**src/rtl/ps2_pkg.sv**
```systemverilog
// Shared PS/2 keyboard definitions: scan codes, ASCII codes, frame states and
// the scan-code to ASCII translation used by the key buffer.
package ps2_pkg;

  localparam logic [7:0] SC_EXT     = 8'hE0;
  localparam logic [7:0] SC_BRK     = 8'hF0;
  localparam logic [7:0] SC_SHIFT_L = 8'h12;
  localparam logic [7:0] SC_SHIFT_R = 8'h59;
  localparam logic [7:0] SC_CAPS    = 8'h58;
  localparam logic [7:0] SC_SPACE   = 8'h29;
  localparam logic [7:0] SC_ENTER   = 8'h5A;
  localparam logic [7:0] SC_BKSP    = 8'h66;

  localparam logic [7:0] ASCII_NUL  = 8'h00;
  localparam logic [7:0] ASCII_BS   = 8'h08;
  localparam logic [7:0] ASCII_CR   = 8'h0D;
  localparam logic [7:0] ASCII_SP   = 8'h20;
  localparam logic [7:0] ASCII_LC_A = 8'h61;
  localparam logic [7:0] ASCII_LC_Z = 8'h7A;
  localparam logic [7:0] ASCII_CASE = 8'h20;

  typedef enum logic [1:0] {
    ST_IDLE,
    ST_DATA,
    ST_PARITY,
    ST_STOP
  } frame_state_e;

  // Set-2 make code to ASCII; returns ASCII_NUL for unmapped codes.
  function automatic logic [7:0] scan_to_ascii(input logic [7:0] code, input logic upper);
    logic [7:0] ch;
    ch = ASCII_NUL;
    case (code)
      8'h1C: ch = "a";  8'h32: ch = "b";  8'h21: ch = "c";  8'h23: ch = "d";
      8'h24: ch = "e";  8'h2B: ch = "f";  8'h34: ch = "g";  8'h33: ch = "h";
      8'h43: ch = "i";  8'h3B: ch = "j";  8'h42: ch = "k";  8'h4B: ch = "l";
      8'h3A: ch = "m";  8'h31: ch = "n";  8'h44: ch = "o";  8'h4D: ch = "p";
      8'h15: ch = "q";  8'h2D: ch = "r";  8'h1B: ch = "s";  8'h2C: ch = "t";
      8'h3C: ch = "u";  8'h2A: ch = "v";  8'h1D: ch = "w";  8'h22: ch = "x";
      8'h35: ch = "y";  8'h1A: ch = "z";
      8'h45: ch = "0";  8'h16: ch = "1";  8'h1E: ch = "2";  8'h26: ch = "3";
      8'h25: ch = "4";  8'h2E: ch = "5";  8'h36: ch = "6";  8'h3D: ch = "7";
      8'h3E: ch = "8";  8'h46: ch = "9";
      SC_SPACE: ch = ASCII_SP;
      SC_ENTER: ch = ASCII_CR;
      SC_BKSP:  ch = ASCII_BS;
      default:  ch = ASCII_NUL;
    endcase
    if (upper && ch >= ASCII_LC_A && ch <= ASCII_LC_Z) ch = ch - ASCII_CASE;
    return ch;
  endfunction

endpackage

```
**src/rtl/ps2_rx_frame.sv**
```systemverilog
// PS/2 frame receiver: line synchronisers, clock glitch filter, 11-bit frame
// FSM with parity/stop checking and an in-frame watchdog.
module ps2_rx_frame
  import ps2_pkg::*;
#(
  parameter int unsigned FILTER_LEN     = 8,
  parameter int unsigned TIMEOUT_CYCLES = 50000
) (
  input  logic       clk,
  input  logic       reset,
  input  logic       ps2_clk,
  input  logic       ps2_data,
  output logic       byte_valid,
  output logic [7:0] byte_data,
  output logic       frame_err
);

  localparam int unsigned FW = (FILTER_LEN > 1) ? $clog2(FILTER_LEN) : 1;
  localparam int unsigned TW = $clog2(TIMEOUT_CYCLES + 1);

  logic [1:0]    clk_sync;
  logic [1:0]    data_sync;
  logic          filt_clk;
  logic [FW-1:0] filt_cnt;
  logic          sample_evt;
  logic          sample_bit;
  frame_state_e  state;
  logic [2:0]    bit_cnt;
  logic [7:0]    shreg;
  logic          par_bit;
  logic [TW-1:0] wd_cnt;

  always_ff @(posedge clk) begin
    clk_sync  <= {clk_sync[0], ps2_clk};
    data_sync <= {data_sync[0], ps2_data};
  end

  // A new clock level is accepted only after it has held for FILTER_LEN cycles.
  always_ff @(posedge clk) begin
    if (reset) begin
      filt_clk   <= clk_sync[1];
      filt_cnt   <= '0;
      sample_evt <= 1'b0;
      sample_bit <= 1'b1;
    end else begin
      sample_evt <= 1'b0;
      if (clk_sync[1] == filt_clk) begin
        filt_cnt <= '0;
      end else if (filt_cnt == FW'(FILTER_LEN - 1)) begin
        filt_clk   <= clk_sync[1];
        filt_cnt   <= '0;
        sample_evt <= filt_clk;
        sample_bit <= data_sync[1];
      end else begin
        filt_cnt <= filt_cnt + FW'(1);
      end
    end
  end

  always_ff @(posedge clk) begin
    if (reset) begin
      state      <= ST_IDLE;
      bit_cnt    <= 3'd0;
      shreg      <= 8'h00;
      par_bit    <= 1'b0;
      wd_cnt     <= '0;
      byte_valid <= 1'b0;
      byte_data  <= 8'h00;
      frame_err  <= 1'b0;
    end else begin
      byte_valid <= 1'b0;
      frame_err  <= 1'b0;
      if (state == ST_IDLE || sample_evt) wd_cnt <= '0;
      else                                wd_cnt <= wd_cnt + TW'(1);

      if (state != ST_IDLE && !sample_evt && wd_cnt == TW'(TIMEOUT_CYCLES - 1)) begin
        state     <= ST_IDLE;
        frame_err <= 1'b1;
      end else if (sample_evt) begin
        case (state)
          ST_IDLE: begin
            if (!sample_bit) begin
              state   <= ST_DATA;
              bit_cnt <= 3'd0;
            end
          end
          ST_DATA: begin
            shreg   <= {sample_bit, shreg[7:1]};
            bit_cnt <= bit_cnt + 3'd1;
            if (bit_cnt == 3'd7) state <= ST_PARITY;
          end
          ST_PARITY: begin
            par_bit <= sample_bit;
            state   <= ST_STOP;
          end
          ST_STOP: begin
            state     <= ST_IDLE;
            byte_data <= shreg;
            if ((^{shreg, par_bit}) && sample_bit) byte_valid <= 1'b1;
            else                                   frame_err  <= 1'b1;
          end
          default: state <= ST_IDLE;
        endcase
      end
    end
  end

endmodule

```
**src/rtl/ps2_key_buffer.sv**
```systemverilog
// PS/2 keyboard front end: frame receiver, modifier tracking, ASCII
// translation and a show-ahead character FIFO with read handshake.
module ps2_key_buffer
  import ps2_pkg::*;
#(
  parameter int unsigned FIFO_DEPTH     = 8,
  parameter int unsigned FILTER_LEN     = 8,
  parameter int unsigned TIMEOUT_CYCLES = 50000
) (
  input  logic                              clk,
  input  logic                              reset,
  input  logic                              ps2_data,
  input  logic                              ps2_clk,
  input  logic                              rd_en,
  output logic [7:0]                        char_data,
  output logic                              char_valid,
  output logic [$clog2(FIFO_DEPTH+1)-1:0]   fifo_count,
  output logic                              overflow,
  output logic                              frame_err,
  output logic                              caps_lock
);

  localparam int unsigned CW = $clog2(FIFO_DEPTH + 1);
  localparam int unsigned AW = $clog2(FIFO_DEPTH);

  logic          byte_valid;
  logic [7:0]    byte_data;
  logic          ext;
  logic          brk;
  logic          shift_l;
  logic          shift_r;
  logic [7:0]    ascii_c;
  logic          wr_c;
  logic          full_c;
  logic          pop_c;
  logic          push_c;
  logic [CW-1:0] next_count_c;
  logic [AW-1:0] next_rd_c;
  logic [7:0]    next_head_c;
  logic [7:0]    mem [FIFO_DEPTH];
  logic [AW-1:0] wr_ptr;
  logic [AW-1:0] rd_ptr;

  ps2_rx_frame #(
    .FILTER_LEN    (FILTER_LEN),
    .TIMEOUT_CYCLES(TIMEOUT_CYCLES)
  ) u_rx (
    .clk       (clk),
    .reset     (reset),
    .ps2_clk   (ps2_clk),
    .ps2_data  (ps2_data),
    .byte_valid(byte_valid),
    .byte_data (byte_data),
    .frame_err (frame_err)
  );

  // Prefix bytes only arm flags; every other byte consumes them.
  always_ff @(posedge clk) begin
    if (reset) begin
      ext       <= 1'b0;
      brk       <= 1'b0;
      shift_l   <= 1'b0;
      shift_r   <= 1'b0;
      caps_lock <= 1'b0;
    end else if (byte_valid) begin
      if (byte_data == SC_EXT) begin
        ext <= 1'b1;
      end else if (byte_data == SC_BRK) begin
        brk <= 1'b1;
      end else begin
        ext <= 1'b0;
        brk <= 1'b0;
        if (!ext && byte_data == SC_SHIFT_L) shift_l <= !brk;
        if (!ext && byte_data == SC_SHIFT_R) shift_r <= !brk;
        if (!brk && byte_data == SC_CAPS)    caps_lock <= !caps_lock;
      end
    end
  end

  // Head is precomputed so char_data is registered and shows the entry that
  // will be at the front after this cycle's push/pop.
  always_comb begin
    ascii_c = ASCII_NUL;
    if (byte_valid && !ext && !brk)
      ascii_c = scan_to_ascii(byte_data, (shift_l | shift_r) ^ caps_lock);
    wr_c         = (ascii_c != ASCII_NUL);
    full_c       = (fifo_count == CW'(FIFO_DEPTH));
    pop_c        = rd_en && char_valid;
    push_c       = wr_c && (!full_c || pop_c);
    next_count_c = fifo_count + CW'(push_c) - CW'(pop_c);
    next_rd_c    = rd_ptr + AW'(pop_c);
    if (next_count_c == '0)                 next_head_c = ASCII_NUL;
    else if (push_c && wr_ptr == next_rd_c) next_head_c = ascii_c;
    else                                    next_head_c = mem[next_rd_c];
  end

  always_ff @(posedge clk) begin
    if (push_c) mem[wr_ptr] <= ascii_c;
  end

  always_ff @(posedge clk) begin
    if (reset) begin
      wr_ptr     <= '0;
      rd_ptr     <= '0;
      fifo_count <= '0;
      char_valid <= 1'b0;
      char_data  <= ASCII_NUL;
      overflow   <= 1'b0;
    end else begin
      if (push_c) wr_ptr <= wr_ptr + AW'(1);
      rd_ptr     <= next_rd_c;
      fifo_count <= next_count_c;
      char_valid <= (next_count_c != '0);
      char_data  <= next_head_c;
      if (wr_c && full_c && !pop_c) overflow <= 1'b1;
    end
  end

endmodule

```
**config.mk**
```make
export PLATFORM = sky130hd
export DESIGN_NAME = ps2_key_buffer
export DESIGN_NICKNAME = d
export VERILOG_FILES = /design/src/rtl/ps2_pkg.sv /design/src/rtl/ps2_rx_frame.sv /design/src/rtl/ps2_key_buffer.sv
export SDC_FILE = /design/constraint.sdc
export NUM_CORES = 1
export LEC_CHECK = 0
export ABC_AREA = 1
export BUFFER_PORTS_ARGS = -buffer_cell sky130_fd_sc_hd__buf_2
export CORE_MARGIN = 2
export CORE_UTILIZATION = 35
export DETAILED_ROUTE_END_ITERATION = 6
export GPL_ROUTABILITY_DRIVEN = 0
export GPL_TIMING_DRIVEN = 0
export PLACE_DENSITY = 0.49
export SKIP_LAST_GASP = 1
export SLEW_MARGIN = 20
export SYNTH_ARGS = -nofsm -noshare
export SYNTH_HDL_FRONTEND = slang
export SYNTH_SLANG_ARGS = --single-unit
```
**constraint.sdc**
```tcl
create_clock -name clk -period 2.8 [get_ports clk]
set_input_delay 0.56 -clock clk [delete_from_list [all_inputs] [get_ports clk]]
set_output_delay 0.56 -clock clk [all_outputs]
set_load 0.005 [all_outputs]
```
==> impl_results.md, run 1 <==
- Run status: complete, but fails checks
- Failing checks: setup timing
- Layout cells sized above 1: 16.61%
- Number of max-cap violations: 0
- Syn_nets: 830
- Via count: approximately 5300
- Reg clk slew, reported paths: 60 ps
- Critical path class: reg -> reg
- FFs w/ async S/R, synth: 0%
- Post-DR wirelength/cell: roughly 14 um
- DP HPWL: 11.11 mm
- Total Nets Final: slightly below 900
- Total clock sinks: 146
- DRC Markers: 0
- Initial core utilization: 35.54%
- Synth Flop Type: dfxtp_1
- Avg Cell Area, Syn: 8.600 um^2
- Vias in the first global route: 5126
- Initial antenna violation count: 0
- Leak: 3.267 nW
- Die height: 144.1 um
- Post-DP Area: ~7300 um^2
- Max transition margin: 27.86%
- Fin. Hold Viols: 0
- Htree depth: 4
- Ports: 21
- CTS tree: done
- Core Region: 19330 um^2
- Cell variety after synth: 41
- Yosys reg bits: 146
- RSZ-0062 raised after global routing: true
- Most common cell after layout, fill and taps aside: nand2_1
- Sequential area share after synthesis: a little over half
- Syn Inst Count: 799
- Clock Path Buffers: 2
- Arr. time, crit path: 3190 ps
- Final period utilization: 101.0%
- Vias/cell: 4.699
- Worst path required time: 3160 ps
- Post-route minimum period: 2828 ps
- Cts hold-fix bufs: 0
- Critical path peak fanout: 6
- Die width: 144.1 um
- CP delay by family, top: adder cells
- CP peak stage delay: 430 ps
- Pwr Total: 5.805 mW
- TNS Setup: -42.22 ps
- Final wirelength: approximately 16 mm
- Worst-margin pin slew: 1074 ps
- Antenna Nets Post-Route: 0
- ANT cells: 0
- First-pass GRT wire length: 25.90 mm
- Most frequent cells in the layout: 148 x nand2_1, 124 x nor2_1, 79 x dfxtp_1, 72 x o21ai_0, 71 x inv_1
- CP endpoint kind: register
- Post-Layout Cell Count: 1138
- Worst IR Drop VDD: 0.3884 mV
- Post-synth EDFFs: 65
- Final setup skew: 11.20 ps
- Final Instance Area: 8215 um^2
- Placed cell count: 1084
- Root buffer cell: clkbuf_16
- Post-synthesis cell area: between 6000 and 7000 um^2
- Hold slack: 234.7 ps
- Setup ws final: -28.10 ps
- Max Clock Freq: roughly 0.35 GHz
- Worst min path class: in -> reg
- Yosys warnings: 0
- Setup violators final: 3
- Buf/Inv on CP: 4
- Num rows: a little over 50
- Worst path cell trace: inv_4 -> buf_6 -> nand2_4 -> ha_4 -> nand4_1 -> nand2_2 -> nand3_4 -> nand2_4 -> inv_4 -> nand2_2 -> nand2_2 -> ha_4 -> fa_2 -> xnor2_4 -> a41oi_4 -> buf_4 -> nand2_2 -> nor2_4
- Pre-antenna DRT Iters: 5
- Final core area utilization: 42.49%
- Skew-Pair Late Insertion Delay: 430 ps
- Total track usage: between 10% and 20%
- Largest net degree at the start of global routing: 18
- Synthesis-to-layout area growth: 19.56%
- Pre-CTS worst setup slack: -680.4 ps
- Crit-path slowest cell: fa_2
- Port Buf Inserts: 20
- DR iter-0 viols: 343
- Slew Viols, Final: 0
- Cell Pwr Density: a little over 700 nW/um^2
- Crit path launch type: register
- Total CTS buffers: 17
- Die ar.: approximately 21000 um^2
- Global route overflow: 0
- Most common cell on crit path: nand2_2
## timing repair
item,CTS,global route
setup endpoints to repair,65,9
buffers inserted,15,8
resized for setup,21,22
pin swaps,13,18
## cell type report
class | count | area, um^2
fillers | 1958 | 11120
clock inverters | 10 | 83.83
multi-input cells | 551 | 3033
flip-flops and latches | 146 | 3578
inverters | 80 | 307.8
repair buffers | 43 | 292.8
plain buffers | 21 | 113.9
well taps | 265 | 331.6
clock buffers | 22 | 474.2
## routing by layer
metal / vias up / global-route usage, % / wire length, um
met5: - / 0 / 0
met4: 0 / 3.870 / 116
met3: 9 / 4.139 / 518
met2: 71 / 27.79 / 7859
met1: 2482 / 20.89 / 7614
li1: 2785 / - / -
## registers in the layout (all words and copies together) (netlist names), 2 cells and up, named ones only
signal,flops
wr_ptr,3
u_rx.shreg,8
u_rx.data_sync,2
rd_ptr,3
u_rx.byte_data,8
u_rx.clk_sync,2
u_rx.wd_cnt,16
u_rx.filt_cnt,3
u_rx.state,2
char_data,8
mem,64
fifo_count,4
u_rx.bit_cnt,3
## final timing paths
kind | startpoint | end | slack [ps] | cells past startpoint
worst max register to register | u_rx.byte_data[7] | char_data[5] | -30 | 18
worst min register to register | u_rx.clk_sync[0] | u_rx.clk_sync[1] | 330 | 0
worst min-delay path | ps2_data | u_rx.data_sync[0] | 230 | 1
worst max-delay path | u_rx.byte_data[7] | char_data[5] | -30 | 18
## where the power goes
| part | leakage, nW | internal (mW) | total, mW | switching (mW) |
|---|---|---|---|---|
| combinational | 1.81 | 0.539 | 1.31 | 0.772 |
| clock | 0.272 | 1.28 | 2.16 | 0.872 |
| sequential | 1.18 | 2.31 | 2.34 | 0.0320 |
| total | 3.27 | 4.13 | 5.81 | 1.68 |
## cells in the mapped netlist (2+ instances only)
master / n / area [um^2]
nand2_1: 158 / 593.1
nor2_1: 128 / 480.5
dfxtp_1: 81 / 1622
inv_1: 73 / 274.0
o21ai_0: 73 / 365.4
edfxtp_1: 65 / 1952
a21oi_1: 35 / 175.2
ha_1: 25 / 312.8
nand3_1: 23 / 115.1
nor3_1: 17 / 85.08
clkbuf_1: 15 / 56.30
nand4_1: 13 / 81.33
nand2_2: 10 / 62.56
o221ai_1: 8 / 70.07
o22ai_1: 8 / 50.05
xor2_1: 8 / 70.07
inv_2: 7 / 26.28
nor2_2: 6 / 37.54
xnor2_1: 5 / 43.79
buf_6: 4 / 45.04
nor3_2: 4 / 40.04
o211ai_1: 4 / 30.03
nand3_4: 3 / 52.55
o21ai_2: 3 / 26.28
or2_2: 3 / 18.77
nand3b_1: 2 / 15.01
nor3b_1: 2 / 15.01
nor4_1: 2 / 12.51
o21ai_1: 2 / 10.01
## kinds of logic after synthesis
logic type	share of synthesized area [%]
xor+xnor	2.058
compound gates	10.91
flops	52.00
fa+ha+maj	4.843
simple gates	24.11
buf+inv	6.081
No activity file was read; power rests on OpenSTA's default activity.
==> run 2: changes to the inputs <==
CELL_PAD_IN_SITES_DETAIL_PLACEMENT = 0   (was unset)
CELL_PAD_IN_SITES_GLOBAL_PLACEMENT = 1   (was unset)
PLACE_DENSITY = 0.61   (was 0.49)
==> impl_results.md, run 2 (synthesized netlist as in run 1, its figures left out) <==
- Number of max-cap violations: 0 (unchanged)
- Leak: 3.300 nW (was 3.267 nW)
- Die ar.: 20770 um^2 (unchanged)
- Pre-antenna DRT Iters: 4 (was 5)
- DRC Markers: 0 (unchanged)
- Total Nets Final: 891 (unchanged)
- Worst path required time: 3170 ps (was 3160 ps)
- CTS tree: done (unchanged)
- Fill count: 1926 (was 1958)
- Via count: 5473 (was 5347)
- Slew Viols, Final: 0 (unchanged)
- Run status: complete, but fails checks (unchanged)
- Pwr Total: 6.059 mW (was 5.805 mW)
- Synthesis-to-layout area growth: 21.16% (was 19.56%)
- Initial antenna violation count: 0 (unchanged)
- Final setup skew: 9.917 ps (was 11.20 ps)
- Total clock sinks: 146 (unchanged)
- Worst-margin pin slew: 865.5 ps (was 1074 ps)
- Most frequent cells in the layout: 144 x nand2_1, 121 x nor2_1, 79 x dfxtp_1, 73 x o21ai_0, 72 x inv_1 (was 148 x nand2_1, 124 x nor2_1, 79 x dfxtp_1, 72 x o21ai_0, 71 x inv_1)
- Cell Pwr Density: 727.8 nW/um^2 (was 706.6 nW/um^2)
- Post-Layout Cell Count: 1138 (unchanged)
- Worst hold path depth: 1 (unchanged)
- Max transition margin: 42.09% (was 27.86%)
- Antenna Nets Post-Route: 0 (unchanged)
- Worst R2R Start: u_rx.byte_data[7] (unchanged)
- Reg clk slew, reported paths: 60 ps (about the same)
- Largest reg by FF count: mem (unchanged)
- Initial core utilization: 35.54% (unchanged)
- Total CTS buffers: 17 (unchanged)
- Setup ws final: -106.9 ps (was -28.10 ps)
- Vias/cell: 4.809 (was 4.699)
- Worst r2r dst: char_data[3] (was char_data[5])
- Die width: 144.1 um (unchanged)
- DP HPWL: 11.79 mm (was 11.11 mm)
- First-pass GRT wire length: 27.38 mm (was 25.90 mm)
- Num rows: 51 (unchanged)
- Root buffer cell: clkbuf_16 (unchanged)
- Global route overflow: 0 (unchanged)
- Final wirelength: 16.72 mm (was 16.11 mm)
- Reg area: 3578 um^2 (unchanged)
- Setup violators final: 9 (was 3)
- Port Buf Inserts: 20 (unchanged)
- Total track usage: 17.36% (was 16.34%)
- Worst Min Path Start: ps2_data (unchanged)
- Critical path peak fanout: 6 (unchanged)
- Critical path class: reg -> reg (unchanged)
- Max Clock Freq: 0.3440 GHz (was 0.3536 GHz)
- Die height: 144.1 um (unchanged)
- Placed cell count: 1084 (unchanged)
- Htree depth: 4 (unchanged)
- Post-route minimum period: 2907 ps (was 2828 ps)
- RSZ-0062 raised after global routing: true (unchanged)
- Largest net degree at the start of global routing: 17 (was 18)
- Worst min path class: in -> reg (unchanged)
- Worst IR Drop VDD: 0.4412 mV (was 0.3884 mV)
- Fin. Hold Viols: 0 (unchanged)
- Vias in the first global route: 5355 (was 5126)
- Pre-CTS worst setup slack: -426.7 ps (was -680.4 ps)
- Skew-Pair Late Insertion Delay: 430 ps (about the same)
- Ports: 21 (unchanged)
- Reg-to-reg setup timing slack: -110 ps (was -30 ps)
- Multi-input gate area: 3067 um^2 (was 3033 um^2)
- DR iter-0 viols: 312 (was 343)
- Most common cell after layout, fill and taps aside: nand2_1 (unchanged)
- Max reg flops: 64 (unchanged)
- Core Region: 19330 um^2 (unchanged)
- Hold endpoint: u_rx.data_sync[0] (unchanged)
- Arr. time, crit path: 3270 ps (was 3190 ps)
- Post-DR wirelength/cell: 14.69 um (was 14.15 um)
- Layout cells sized above 1: 17.64% (was 16.61%)
- Crit path launch type: register (unchanged)
- Worst r2r path cells: 16 (was 18)
- Failing checks: setup timing (unchanged)
- Final period utilization: 103.8% (was 101.0%)
- Top Registers: mem: 64 flops, u_rx.wd_cnt: 16 flops (unchanged)
- Clock Path Buffers: 2 (unchanged)
- ANT cells: 0 (unchanged)
- CP endpoint kind: register (unchanged)
## run 2: cell types whose count changed in the layout (fill, tap and decap cells not counted), sizes merged
cell      change
buf           -2
bufinv        +2
clkbuf        -1
clkinv        -1
clkinvlp      -1
inv           +3
## run 2: worst max path at each step
stage / end / slack (ps) / cells past startpoint / start
final: char_data[3] / -110 / 16 / u_rx.byte_data[7]
after global routing: char_data[3] / -230 / 19 / u_rx.byte_data[7]
after CTS: char_data[5] / -30 / 18 / u_rx.byte_data[7]
after detailed placement: char_data[5] / -430 / 17 / u_rx.byte_data[7]
after global placement: char_data[5] / -420 / 17 / u_rx.byte_data[7]
after floorplan: char_data[0] / 80 / 17 / u_rx.byte_data[7]
## run 2: critical path, stage by stage (launching register included)
cell,delay (ps)
dfxtp_4,360
inv_4,70
buf_6,120
nand2_4,60
ha_4,250
nand4_1,80
nand2_2,130
buf_6,110
nand4_1,130
buf_4,190
buf_4,130
fa_2,520
inv_2,60
a41oi_4,300
clkbuf_16,220
nand2_4,40
nor2_2,80
## run 2: power breakdown
part | internal, mW | switching, mW | total, mW
combinational | 0.540 | 0.779 | 1.32
clock | 1.47 | 0.930 | 2.40
sequential | 2.31 | 0.0364 | 2.34
total | 4.31 | 1.75 | 6.06
## run 2: timing repair
item,CTS,global route
pin swaps,11,16
hold buffers,0,0
resized for setup,26,27
endpoints found under the setup margin,65,17
buffers inserted,18,3
gates cloned,1,0
## run 2: routing by layer
layer	share of wire, %	global-route usage [%]
met4	2.6	7.172
met3	2.3	3.609
met1	45	21.24
met2	50	29.82
met5	0	0
## run 2: cell type report
cell class / count / area share (%)
buffer: 22 / 1.428
clock buffer: 19 / 5.455
clock inverter: 13 / 2.059
inverter: 80 / 3.667
multi-input combinational: 551 / 36.83
sequential: 146 / 42.98
tap: 265 / 3.983
timing repair buffer: 42 / 3.592
## run 2: through the flow
step	area, um^2	TNS (ps)	utilization [%]	hold WS [ps]
floorplan	6872	0	-	309.6
global placement	7303	-5968	37.77	314.3
detailed placement	7303	-6358	37.77	319.3
CTS	8208	-83.04	42.45	221.3
global route	8325	-1772	43.06	223.7
finish	8325	-704.2	43.06	237.9
==> run 3: changes to the inputs <==
ABC_AREA = unset   (was 1)
PLACE_DENSITY = 0.58   (was 0.61)
==> impl_results.md, run 3 <==
- Run status: complete, but fails checks (unchanged)
- Failing checks: setup timing (unchanged)
- Commonest cells post-synth: 81 x dfxtp_1, 65 x edfxtp_1, 54 x nand2_1 (was 158 x nand2_1, 128 x nor2_1, 81 x dfxtp_1)
- Die height: 143.0 um (was 144.1 um)
- FFs w/ async S/R, synth: 0% (unchanged)
- Fin. Hold Viols: 0 (unchanged)
- Most frequent cells in the layout: 79 x dfxtp_1, 65 x edfxtp_1, 53 x nand2_1, 40 x a21oi_1, 40 x nor2_1 (was 144 x nand2_1, 121 x nor2_1, 79 x dfxtp_1, 73 x o21ai_0, 72 x inv_1)
- Ports: 21 (unchanged)
- Top-count cell post-synth: dfxtp_1 (was nand2_1)
- Yosys reg bits: 146 (unchanged)
- Reg-to-reg setup timing slack: -120 ps (was -110 ps)
- Critical path peak fanout: 4 (was 6)
- Port Buf Inserts: 19 (was 20)
- Pre-antenna DRT Iters: 6 (was 4)
- Die ar.: 20460 um^2 (was 20770 um^2)
- Yosys warnings: 0 (unchanged)
- Cell Pwr Density: 715.0 nW/um^2 (was 727.8 nW/um^2)
- DR iter-0 viols: 267 (was 312)
- Post-DP Area: 7282 um^2 (was 7303 um^2)
- Top Registers: mem: 64 flops, u_rx.wd_cnt: 16 flops (unchanged)
- Avg Cell Area, Syn: 10.97 um^2 (was 8.600 um^2)
- First-pass GRT wire length: 25.52 mm (was 27.38 mm)
- Worst Min Path Start: ps2_data (unchanged)
- Multi-input gate area: 3172 um^2 (was 3067 um^2)
- Initial core utilization: 35.93% (was 35.54%)
- Die width: 143.0 um (was 144.1 um)
- Clock Path Buffers: 2 (unchanged)
- Skew-Pair Late Insertion Delay: 430 ps (about the same)
- Sequential area share after synthesis: 52.81% (was 52.00%)
- Vias in the first global route: 4832 (was 5355)
- Htree depth: 4 (unchanged)
- Synthesis-to-layout area growth: 19.16% (was 21.16%)
- Max transition margin: 45.37% (was 42.09%)
- Worst-margin pin slew: 815.0 ps (was 865.5 ps)
- Worst min path class: in -> reg (unchanged)
- CP endpoint kind: register (unchanged)
- Num rows: 50 (was 51)
- CP peak stage delay: 550 ps (was 520 ps)
- Hold slack: 238.1 ps (was 237.9 ps)
- Syn_nets: 648 (was 830)
- Via count: 4848 (was 5473)
- Layout cells sized above 1: 21.23% (was 17.64%)
- Crit path launch type: register (unchanged)
- DP HPWL: 11.00 mm (was 11.79 mm)
- Placed cell count: 899 (was 1084)
- Critical path class: reg -> reg (unchanged)
- ANT cells: 0 (unchanged)
- Post-DR wirelength/cell: 16.95 um (was 14.69 um)
- Post-route minimum period: 2916 ps (was 2907 ps)
- Synth Flop Type: dfxtp_1 (unchanged)
- Total CTS buffers: 17 (unchanged)
- Total clock sinks: 146 (unchanged)
- Setup ws final: -115.6 ps (was -106.9 ps)
- RSZ-0062 raised after global routing: true (unchanged)
- DRC Markers: 0 (unchanged)
- Pre-CTS worst setup slack: -678.9 ps (was -426.7 ps)
- Hold endpoint: u_rx.data_sync[0] (unchanged)
- Most common cell after layout, fill and taps aside: dfxtp_1 (was nand2_1)
- Area leader, netlist: edfxtp_1 (unchanged)
- Worst path cell trace: or4_4 -> o41ai_4 -> nand2b_4 -> o21ai_2 -> ha_2 -> fa_2 -> xnor2_2 -> nor2_2 -> nor4_4 -> buf_4 -> clkbuf_16 -> nor2_2 (was inv_4 -> buf_6 -> nand2_4 -> ha_4 -> nand4_1 -> nand2_2 -> buf_6 -> nand4_1 -> buf_4 -> buf_4 -> fa_2 -> inv_2 -> a41oi_4 -> clkbuf_16 -> nand2_4 -> nor2_2)
- Most common cell on crit path: nor2_2
- Post-Layout Cell Count: 943 (was 1138)
- Leak: 2.885 nW (was 3.300 nW)
- Worst IR Drop VDD: 0.4519 mV (was 0.4412 mV)
- Arr. time, crit path: 3230 ps (was 3270 ps)
- Max reg flops: 64 (unchanged)
- Initial antenna violation count: 0 (unchanged)
- Synth top area share: 28.85% (was 28.40%)
- Worst hold path depth: 1 (unchanged)
- Root buffer cell: clkbuf_16 (unchanged)
- CTS tree: done (unchanged)
- Total Nets Final: 701 (was 891)
- Cell variety after synth: 60 (was 41)
- Post-synth EDFFs: 65 (unchanged)
- Fill count: 1791 (was 1926)
- Antenna Nets Post-Route: 0 (unchanged)
- Core Region: 18830 um^2 (was 19330 um^2)
- Post-synthesis cell area: 6766 um^2 (was 6872 um^2)
- Worst r2r path cells: 12 (was 16)
- Vias/cell: 5.141 (was 4.809)
- Reg area: 3576 um^2 (was 3578 um^2)
- Syn Inst Count: 617 (was 799)
- Reg clk slew, reported paths: 60 ps (about the same)
- Max Clock Freq: 0.3430 GHz (was 0.3440 GHz)
- Number of max-cap violations: 0 (unchanged)
- Largest net degree at the start of global routing: 17 (unchanged)
- Final wirelength: 15.98 mm (was 16.72 mm)
- Slew Viols, Final: 0 (unchanged)
- Worst path required time: 3110 ps (was 3170 ps)
- Final Instance Area: 8063 um^2 (was 8325 um^2)
- Total track usage: 16.43% (was 17.36%)
- Crit-path slowest cell: or4_4 (was fa_2)
- Global route overflow: 0 (unchanged)
- Final period utilization: 104.1% (was 103.8%)
- Worst r2r dst: char_data[3] (unchanged)
- Setup violators final: 9 (unchanged)
- Final setup skew: 14.64 ps (was 9.917 ps)
- Top cells by area, synth: edfxtp_1 29%, dfxtp_1 24%, mux4_2 5.3%, ha_1 4.6%, a21oi_1 3.0% (was edfxtp_1 28%, dfxtp_1 24%, nand2_1 8.6%, nor2_1 7.0%, o21ai_0 5.3%)
- Largest reg by FF count: mem (unchanged)
run 3: cell types whose count changed after synthesis, moves of 11 or more:
cell and delta:
nand2_1 -104, nor2_1 -77, o21ai_0 -55, inv_1 -52, mux4_2 +16, and2_1 +11
mux2i_1 +11
run 3: cells by family after synthesis:
family	after synthesis	share of synthesized area [%]
xor gates and xnor gates	29	3.957
AOI/OAI and AO/OA	106	9.597
and+or+nand+nor	221	17.07
adders and majority gates	26	4.919
DFF	146	52.81
buffers and inverters	52	3.033
muxes	37	8.617
run 3: critical path: cells and delay by family (launching register included):
kind / cells / cell delay (ps)
xor gates and xnor gates: 1 / 160
DFF: 1 / 320
AOI/OAI and AO/OA: 2 / 310
adders and majority gates: 2 / 560
buffers and inverters: 2 / 310
and+or+nand+nor: 5 / 1150
run 3: power by group:
| part | internal (mW) | leakage [nW] | switching, mW |
|---|---|---|---|
| sequential | 2.32 | 1.26 | 0.0370 |
| combinational | 0.692 | 1.36 | 0.600 |
| clock | 1.16 | 0.261 | 0.958 |
run 3: routing by layer:
layer  routed length (um)  share of wire [%]  track usage (%)  up-vias
met3                  596                3.7            4.058       15
met1                 7739                 48            22.08     2355
met5                    0                  0                0        -
met4                  182                1.1            4.846        0
met2                 7461                 47            26.29      117
li1                     -                  -                -     2361
run 3: final cells by class:
cell class / count / share of cell area [%]
Buffer: 30 / 1.552
Clock buffer: 18 / 5.323
Clock inverter: 14 / 1.536
Inverter: 21 / 0.9777
Multi-Input combinational cell: 419 / 39.34
Sequential cell: 146 / 44.35
Tap cell: 260 / 4.035
Timing Repair Buffer: 35 / 2.886
run 3: through the flow:
| step | setup TNS [ps] | utilization (%) | power [mW] |
|---|---|---|---|
| CTS | -1120 | 42.72 | 5.930 |
| floorplan | -89.80 | - | 3.177 |
| global placement | -20110 | 38.41 | 3.445 |
| detailed placement | -9196 | 38.67 | 3.461 |
| finish | -725.6 | 42.82 | 5.765 |
| global route | -1573 | 42.82 | 6.024 |
run 3: repair_timing:
item                                    CTS  global route
buffers inserted                         10             3
gates resized for setup                  24            17
pin swaps                                 4             2
hold buffers                              0             0
endpoints found under the setup margin   16            39
gates cloned                              1             0
run 3: worst max-delay path by stage:
| stage | endpoint | start | cells past startpoint |
|---|---|---|---|
| floorplan | char_valid | rd_en | 12 |
| global placement | register | reset | 11 |
| detailed placement | char_data[0] | rd_en | 10 |
| CTS | char_data[4] | register | 12 |
| global route | char_data[3] | register | 12 |
| finish | char_data[3] | register | 12 |
